**config.mk**
```make
export PLATFORM = sky130hd
export DESIGN_NAME = wb_trace_buffer
export DESIGN_NICKNAME = d
export VERILOG_FILES = /design/src/rtl/trace_pkg.sv /design/src/rtl/trace_ram.sv /design/src/rtl/wb_trace_buffer.sv
export SDC_FILE = /design/constraint.sdc
export NUM_CORES = 1
export LEC_CHECK = 0
export CORE_ASPECT_RATIO = 2
export CORE_MARGIN = 3
export CORE_UTILIZATION = 40
export CTS_CLUSTER_DIAMETER = 150
export CTS_CLUSTER_SIZE = 8
export DETAILED_ROUTE_END_ITERATION = 10
export HOLD_SLACK_MARGIN = 0.15
export PLACE_DENSITY = 0.62
export SLEW_MARGIN = 25
export SYNTH_ARGS = -nofsm -noshare
export SYNTH_HDL_FRONTEND = slang
export SYNTH_SLANG_ARGS = --single-unit
```
**constraint.sdc**
```tcl
create_clock -name clk -period 6.7 [get_ports clk]
set_input_delay 1.34 -clock clk [delete_from_list [all_inputs] [get_ports clk]]
set_output_delay 1.34 -clock clk [all_outputs]
set_load 0.01 [all_outputs]
```
**src/rtl/trace_pkg.sv**
```systemverilog
// Shared types for the writeback commit-trace buffer.
`default_nettype none

package trace_pkg;

  localparam int TRACE_XLEN = 32;

  typedef enum logic [1:0] {
    IDLE = 2'd0,
    PRE  = 2'd1,
    POST = 2'd2,
    DONE = 2'd3
  } trace_state_e;

  typedef enum logic [1:0] {
    TRIG_IMM   = 2'd0,
    TRIG_PC    = 2'd1,
    TRIG_INTR  = 2'd2,
    TRIG_FLUSH = 2'd3
  } trig_mode_e;

  typedef struct packed {
    logic [TRACE_XLEN-1:0] pc;
    logic [31:0]           instr;
    logic [4:0]            rd;
    logic                  reg_wr;
    logic [TRACE_XLEN-1:0] wb_data;
    logic                  intr;
    logic                  flush;
  } trace_entry_t;

endpackage

`default_nettype wire

```
**src/rtl/trace_ram.sv**
```systemverilog
// Trace storage: synchronous write port, asynchronous read port, no reset.
`default_nettype none

module trace_ram
  import trace_pkg::*;
#(
  parameter int DEPTH = 16,
  parameter int AW    = $clog2(DEPTH)
) (
  input  logic          clk,
  input  logic          we_i,
  input  logic [AW-1:0] waddr_i,
  input  trace_entry_t  wdata_i,
  input  logic [AW-1:0] raddr_i,
  output trace_entry_t  rdata_o
);

  trace_entry_t mem_q [DEPTH];

  always_ff @(posedge clk) begin
    if (we_i) mem_q[waddr_i] <= wdata_i;
  end

  assign rdata_o = mem_q[raddr_i];

endmodule

`default_nettype wire

```
**src/rtl/wb_trace_buffer.sv**
```systemverilog
// Commit-trace capture beside WB: circular pre-trigger history, post-trigger
// window, then a valid/ready drain of the frozen buffer oldest-first.
`default_nettype none

module wb_trace_buffer
  import trace_pkg::*;
#(
  parameter int XLEN  = TRACE_XLEN,
  parameter int DEPTH = 16,
  parameter int CW    = $clog2(DEPTH) + 1
) (
  input  logic            clk,
  input  logic            rst,
  input  logic            arm,
  input  logic [1:0]      trig_mode,
  input  logic [XLEN-1:0] trig_pc,
  input  logic [CW-1:0]   post_count,
  input  logic            ev_valid,
  input  logic [XLEN-1:0] ev_pc,
  input  logic [31:0]     ev_instr,
  input  logic [4:0]      ev_rd,
  input  logic            ev_reg_wr,
  input  logic [XLEN-1:0] ev_wb_data,
  input  logic            ev_intr,
  input  logic            ev_flush,
  output logic            rd_valid,
  input  logic            rd_ready,
  output logic [XLEN-1:0] rd_pc,
  output logic [31:0]     rd_instr,
  output logic [4:0]      rd_rd,
  output logic            rd_reg_wr,
  output logic [XLEN-1:0] rd_wb_data,
  output logic            rd_intr,
  output logic            rd_flush,
  output logic [1:0]      state,
  output logic [CW-1:0]   fill_count,
  output logic            triggered
);

  localparam int            AW       = $clog2(DEPTH);
  localparam logic [CW-1:0] MAX_POST = CW'(DEPTH - 1);
  localparam logic [CW-1:0] FULL     = CW'(DEPTH);
  localparam logic [CW-1:0] ONE      = CW'(1);

  trace_state_e  state_q, state_d;
  logic [AW-1:0] wr_ptr_q, wr_ptr_d;
  logic [CW-1:0] fill_q, fill_d;
  logic [CW-1:0] remaining_q, remaining_d;
  logic [CW-1:0] post_q, post_d;
  logic          trig_q, trig_d;

  logic          capture;
  logic          trig_hit;
  logic          pop;
  logic [AW-1:0] rd_ptr;
  trace_entry_t  wr_entry;
  trace_entry_t  rd_entry;
  trace_entry_t  rd_view;

  assign capture  = ev_valid && !arm && (state_q == PRE || state_q == POST);
  assign rd_valid = (state_q == DONE) && (fill_q != '0);
  assign pop      = rd_valid && rd_ready;
  // Oldest entry sits fill_count slots behind the write pointer; a full
  // buffer wraps to exactly wr_ptr.
  assign rd_ptr   = wr_ptr_q - fill_q[AW-1:0];

  assign wr_entry = '{pc: ev_pc, instr: ev_instr, rd: ev_rd, reg_wr: ev_reg_wr,
                      wb_data: ev_wb_data, intr: ev_intr, flush: ev_flush};

  always_comb begin
    trig_hit = 1'b0;
    case (trig_mode_e'(trig_mode))
      TRIG_IMM:   trig_hit = 1'b1;
      TRIG_PC:    trig_hit = (ev_pc == trig_pc);
      TRIG_INTR:  trig_hit = ev_intr;
      TRIG_FLUSH: trig_hit = ev_flush;
      default:    trig_hit = 1'b0;
    endcase
  end

  always_comb begin
    state_d     = state_q;
    wr_ptr_d    = wr_ptr_q;
    fill_d      = fill_q;
    remaining_d = remaining_q;
    post_d      = post_q;
    trig_d      = trig_q;
    if (arm) begin
      state_d     = PRE;
      wr_ptr_d    = '0;
      fill_d      = '0;
      remaining_d = '0;
      trig_d      = 1'b0;
      post_d      = (post_count > MAX_POST) ? MAX_POST : post_count;
    end else begin
      if (capture) begin
        wr_ptr_d = wr_ptr_q + 1'b1;
        if (fill_q != FULL) fill_d = fill_q + ONE;
      end
      case (state_q)
        PRE: begin
          if (ev_valid && trig_hit) begin
            trig_d      = 1'b1;
            remaining_d = post_q;
            state_d     = (post_q == '0) ? DONE : POST;
          end
        end
        POST: begin
          if (ev_valid) begin
            remaining_d = remaining_q - ONE;
            if (remaining_q == ONE) state_d = DONE;
          end
        end
        DONE: begin
          if (pop) begin
            fill_d = fill_q - ONE;
            if (fill_q == ONE) state_d = IDLE;
          end
        end
        default: ;
      endcase
    end
  end

  always_ff @(posedge clk or posedge rst) begin
    if (rst) begin
      state_q     <= IDLE;
      wr_ptr_q    <= '0;
      fill_q      <= '0;
      remaining_q <= '0;
      post_q      <= '0;
      trig_q      <= 1'b0;
    end else begin
      state_q     <= state_d;
      wr_ptr_q    <= wr_ptr_d;
      fill_q      <= fill_d;
      remaining_q <= remaining_d;
      post_q      <= post_d;
      trig_q      <= trig_d;
    end
  end

  trace_ram #(.DEPTH(DEPTH), .AW(AW)) u_ram (
    .clk     (clk),
    .we_i    (capture),
    .waddr_i (wr_ptr_q),
    .wdata_i (wr_entry),
    .raddr_i (rd_ptr),
    .rdata_o (rd_entry)
  );

  // RAM is never reset, so data is masked outside readout.
  assign rd_view    = (state_q == DONE) ? rd_entry : '0;
  assign rd_pc      = rd_view.pc;
  assign rd_instr   = rd_view.instr;
  assign rd_rd      = rd_view.rd;
  assign rd_reg_wr  = rd_view.reg_wr;
  assign rd_wb_data = rd_view.wb_data;
  assign rd_intr    = rd_view.intr;
  assign rd_flush   = rd_view.flush;

  assign state      = state_q;
  assign fill_count = fill_q;
  assign triggered  = trig_q;

endmodule

`default_nettype wire
```
Word-level counts from Yosys, hierarchy flattened

Memories as Yosys holds them, arrays and structs flattened.
Index checks and enable logic that the tools add are counted.

Bits in writable memories: 1664
Memories: 1
Input bits: 148
Register bits after elaboration: 22
Output and inout bits: 113
Logic and storage cells: 73

Reduce and logical (&&, ||, !) cells: 18
Equal/unequal tests: 15
$lt $le $gt $ge: 1
$add $sub $neg: 5
Multiplexer cells: 27

Memory list:

| memory      | depth | width | read ports | clocked after Yosys merged registers in | write ports | RTL line        | source |
|---|---|---|---|---|---|---|---|
| u_ram.mem_q | 16    | 104   | 1          | 0                                       | 1           | trace_ram.sv:18 | `trace_entry_t mem_q [DEPTH];` |

Operator list:

| operator            | count |
|---|---|
| $mux 104            | 1 |
| $mux 5              | 9 |
| $eq 32x32->1        | 1 |
| $mux 2              | 6 |
| $eq 5x1->1 const B  | 2 |
| $pmux 5 s2          | 1 |
| $sub 5x1->5 const B | 2 |
| $ne 3x3->1 const B  | 3 |
| $eq 2x2->1 const B  | 4 |
| $mux 4              | 2 |
| $mux 1              | 6 |
| $ne 3x2->1 const B  | 2 |
| $pmux 2 s3          | 1 |
| $reduce_and 6->1    | 1 |
| $reduce_bool 2->1   | 3 |
| $add 5x1->5 const B | 1 |
| $gt 5x4->1 const B  | 1 |
| $logic_and 1x1->1   | 5 |
| $logic_not 5->1     | 1 |
| $ne 5x5->1 const B  | 1 |
| $reduce_bool 5->1   | 1 |
| $add 4x1->4 const B | 1 |
| $eq 2x1->1 const B  | 2 |
| $pmux 1 s4          | 1 |
| other kinds (8)     | 8 |

Logic depth before layout (Yosys ltp)

Word-level depth: 7
Depth in mapped cells: 10
Mapped depth without buffers: 8

Modules after synthesis

A second synthesis with hierarchy kept.

Cells, all modules: 2891
Area total of the unflattened synthesis: 64774.6 µm²

Modules (own cells, without submodules):

| module          | times used | seq. area each (µm²) | cells each | area an instance (µm²) |
|---|---|---|---|---|
| trace_ram       | 1          | 49967.9              | 2558       | 62180.9 |
| wb_trace_buffer | 1          | 550.5                | 333        | 2593.7 |

Least setup slack after synthesis

No wires, ideal clock.

Path type: input-to-reg
From: input port ev_valid
To: memory u_ram.mem_q[10][0] (netlist name), enable pin
Path buffers: 0
Setup time: 0.475 ns
Required time: 6.225 ns
Stages on the path: 5
Path slack: 1.876 ns
Arrival: 4.349 ns
Path through: nand2b_1 nor2_1 nand2_1 nor2_1 and2_1

Longest elaborated chain between the ends: 4

RTL lines:

| element                         | RTL line              | source |
|---|---|---|
| start: declaration              | wb_trace_buffer.sv:18 | `input logic ev_valid,` |
| $logic_and 1x1->1 (2 in series) | wb_trace_buffer.sv:60 | `assign capture = ev_valid && !arm && (state_q == PRE \|\| state_q == POST);` |
| $mux 1                          | trace_ram.sv:21       | `if (we_i) mem_q[waddr_i] <= wdata_i;` |
| $mux 1 (not written as such)    | trace_ram.sv:21       |  |
| end: declaration                | trace_ram.sv:18       |  |

No other way between the ends.

Final worst setup path

From: register wr_ptr_q[0]
To: output port rd_instr[4]

Longest elaborated chain between the ends: 3

RTL lines:

| element                  | RTL line               | source |
|---|---|---|
| start: declaration       | wb_trace_buffer.sv:46  | `logic [AW-1:0] wr_ptr_q, wr_ptr_d;` |
| start signal: assignment | wb_trace_buffer.sv:135 | `wr_ptr_q <= wr_ptr_d;` |
| $sub 4x4->4              | wb_trace_buffer.sv:65  | `assign rd_ptr = wr_ptr_q - fill_q[AW-1:0];` |
| $mem_v2 16x104           | n/a                    |  |
| $mux 104                 | wb_trace_buffer.sv:153 | `assign rd_view = (state_q == DONE) ? rd_entry : '0;` |
| end: declaration         | wb_trace_buffer.sv:29  | `output logic [31:0] rd_instr,` |

No other way between the ends.

==> flow_summary.json <==
{
  "fp.dieW_microns": 292,
  "ys_ff_latch": 1686,
  "layout_setup_ws_ps": 748,
  "clk_latency_ps": 830,
  "synth_area_per_cell_sq_um": 20.3,
  "synth_area_sq_mm": 0.0654,
  "ios": 261,
  "setup_tns_ps": 0,
  "cts_hold_buf": 0,
  "viasPerCell": 5.70,
  "die_y_microns": 578,
  "grt-ovfl-total": 0,
  "hp-class": "flop to flop",
  "num_vias": 32900,
  "drv_cap": 0,
  "drc": 0,
  "synthArstFlopShare": 0.0130,
  "clockBufferDepth": 4,
  "period_minus_slack_ps": 5950,
  "p_total_uw": 33500,
  "clk_pin_slew_ps": 60,
  "powerDensity_mw_per_mm2": 432,
  "cts_resized": 0,
  "peakVddDrop_mv": 0.538,
  "cp-end-kind": "output port",
  "synthCells": 3217,
  "io_buffers": 260,
  "reg2reg_slack_ps": 3100,
  "synth-warning-count": 0,
  "dp_hpwl_mm": 88.9,
  "nFillCells": 13400,
  "drive_above_1_share": 0.214,
  "drt_first_iter_violations": 2673,
  "holdPathStages": 2,
  "finalHoldViolations": 0,
  "post_cts_buffers": 0,
  "firstDrtPassIters": 5,
  "cp_data_required_time_ps": 5360,
  "fin_nets": 3792,
  "critPathMaxFanout": 27,
  "ys_types": 50,
  "rr_worst_depth": 8,
  "cts_tree": "built",
  "syn_nets": 3381,
  "min_from": "triggered",
  "ant_nets": 0,
  "ys.flop_type": "edfxtp_1",
  "antenna_found_initial": 18,
  "core_sq_mm": 0.162,
  "criticalPathCategory": "flop to output port",
  "slew_headroom": 0.321,
  "dp_slack_ps": 1490,
  "tightest_slew_ps": 1020,
  "grt_pass1_wl_mm": 247,
  "grt_pass1_vias": 35300,
  "skew_ps": 47.3,
  "h-tree-depth": 4,
  "fmaxAchievable_mhz": 168,
  "final_max_slew_viol_count": 0,
  "finalSetupViolCount": 0,
  "synth_edf_count": 1664,
  "start_kind": "flop",
  "area_growth_pct": 18.4,
  "min_to": "triggered",
  "initial_core_util": 0.403,
  "finalCritPeriodShare": 0.888,
  "grt_max_degree": 109,
  "p_leak_uw": 0.0253,
  "seq_area_frac_synth": 0.772,
  "cts_buffers": 236,
  "routed_wl_mm": 170,
  "status": "completed",
  "rows": 209,
  "cts_sinks": 1686,
  "cp.arrival_ps": 4610,
  "detail_route.wl_per_cell_microns": 29.5,
  "timing.rr.start": "state[0]",
  "rsz0062_at_grt": "false",
  "cts-root-buf": "clkbuf_16",
  "rr_endpoint": "u_ram.mem_q[11][22]",
  "die_area_sq_mm": 0.169,
  "grt_usage": 0.202,
  "gp_congestion": 0.740
}
-- per-stage QoR --
stage / hold WS, ps / util / area, sq um / instances
finish: 517 / 0.477 / 77400 / 5763
global route: 542 / 0.477 / 77400 / 5757
CTS: 522 / 0.476 / 77400 / 5752
detailed placement: 513 / 0.439 / 71200 / 5499
global placement: 508 / 0.439 / 71200 / 5499
floorplan: 477 / - / 65400 / 3217
-- Yosys cell counts (3+ instances only) --
cell      instances  area, sq um
o22a_1            4         35.0
and2_1           16          100
buf_2            72          360
xor2_1            3         26.3
a31oi_1           4         25.0
nand2_1         427         1600
a21oi_1          12         60.1
nor2b_1           5         31.3
buf_1            13         48.8
nand4_1          12         75.1
mux4_2          416         9370
nor2_1           20         75.1
edfxtp_1       1664        50000
o31a_1            3         26.3
and3_1          107          669
ha_1             15          188
xnor2_1          38          333
dfrtp_1          22          551
nor3_1            4         20.0
clkbuf_1         90          338
nand3_1         209         1050
o21ai_0          11         55.1
nand2b_1          4         25.0
inv_1            14         52.6
-- sequential cells by signal, indices dropped and copies added (netlist names) --
name and count:
fill_count 5, post_q 5, remaining_q 5, state 2, triggered 1, u_ram.mem_q 1664, wr_ptr_q 4
-- worst max-delay path by stage --
stage,slack [ps],to,start
finish,750,rd_instr[4],wr_ptr_q[0]
global route,550,rd_instr[9],wr_ptr_q[0]
CTS,600,rd_instr[4],fill_count[0]
detailed placement,1490,rd_instr[4],fill_count[0]
global placement,1470,rd_instr[4],wr_ptr_q[0]
floorplan,1880,u_ram.mem_q[10][0],ev_valid
-- area by class of cell --
cell class              count  area [sq um]  share of cell area
inverters                  14          52.6            0.000679
clock inverters             8           156             0.00202
flip-flops and latches   1686         50500               0.653
multi-input cells        1341         14200               0.183
well taps                2110          2640              0.0341
diodes                     10          25.0            0.000323
clock buffers             245          5960              0.0770
repair buffers            349          3870              0.0499
-- layer usage --
layer / wire length, microns / share of wire / vias to the layer above / GRT usage
met1: 63800 / 0.37 / 17700 / 0.240
li1: - / - / 13800 / -
met2: 91600 / 0.54 / 1092 / 0.371
met3: 9340 / 0.055 / 325 / 0.0341
met4: 5460 / 0.032 / 10 / 0.0699
met5: 68 / 0.00040 / - / 0
-- critical path, cell delays in order (launching register included) --
cell and delay (ps):
dfrtp_1 430, inv_1 130, ha_4 180, fa_4 1120, buf_12 270, buf_12 230, mux4_2 330, nand2_1 130
nand3_1 160, and3_1 320, clkdlybuf4s50_1 490
-- power breakdown --
group          total, uW  internal [uW]  switching (uW)
clock network      10200           6170            4070
logic              11300           5220            6040
registers          12000          11900            84.7
-- placed cells by master (no fill, tap or decap), drive strengths merged, types with 3 or more instances in the layout --
| cell type | instances |
|---|---|
| a21oi | 14 |
| a31oi | 4 |
| and2 | 16 |
| and3 | 107 |
| buf | 89 |
| clkbuf | 245 |
| clkdlybuf4s50 | 260 |
| clkinv | 6 |
| dfrtp | 22 |
| diode | 10 |
| edfxtp | 1664 |
| ha | 15 |
| inv | 16 |
| mux2 | 3 |
| mux4 | 416 |
| nand2 | 427 |
| nand2b | 4 |
| nand3 | 209 |
| nand4 | 12 |
| nor2 | 20 |
| nor2b | 5 |
| nor3 | 4 |
| nor4 | 3 |
| o21ai | 12 |
| o22a | 4 |
| o31a | 3 |
| xnor2 | 38 |
| xor2 | 4 |
-- kinds of logic (layout without fill, tap and decap cells) --
kind of cell               Yosys count  count (layout)  share of synthesized area
adders and majority gates           16              16                    0.00318
buffers and inverters              190             616                     0.0123
other                                0              10                          0
muxes                              421             421                      0.144
and+or+nand+nor                    814             814                     0.0570
AOI/OAI and AO/OA                   48              48                    0.00517
DFF                               1686            1686                      0.772
xor gates and xnor gates            42              42                    0.00574
No activity file was read; power rests on OpenSTA's default activity.
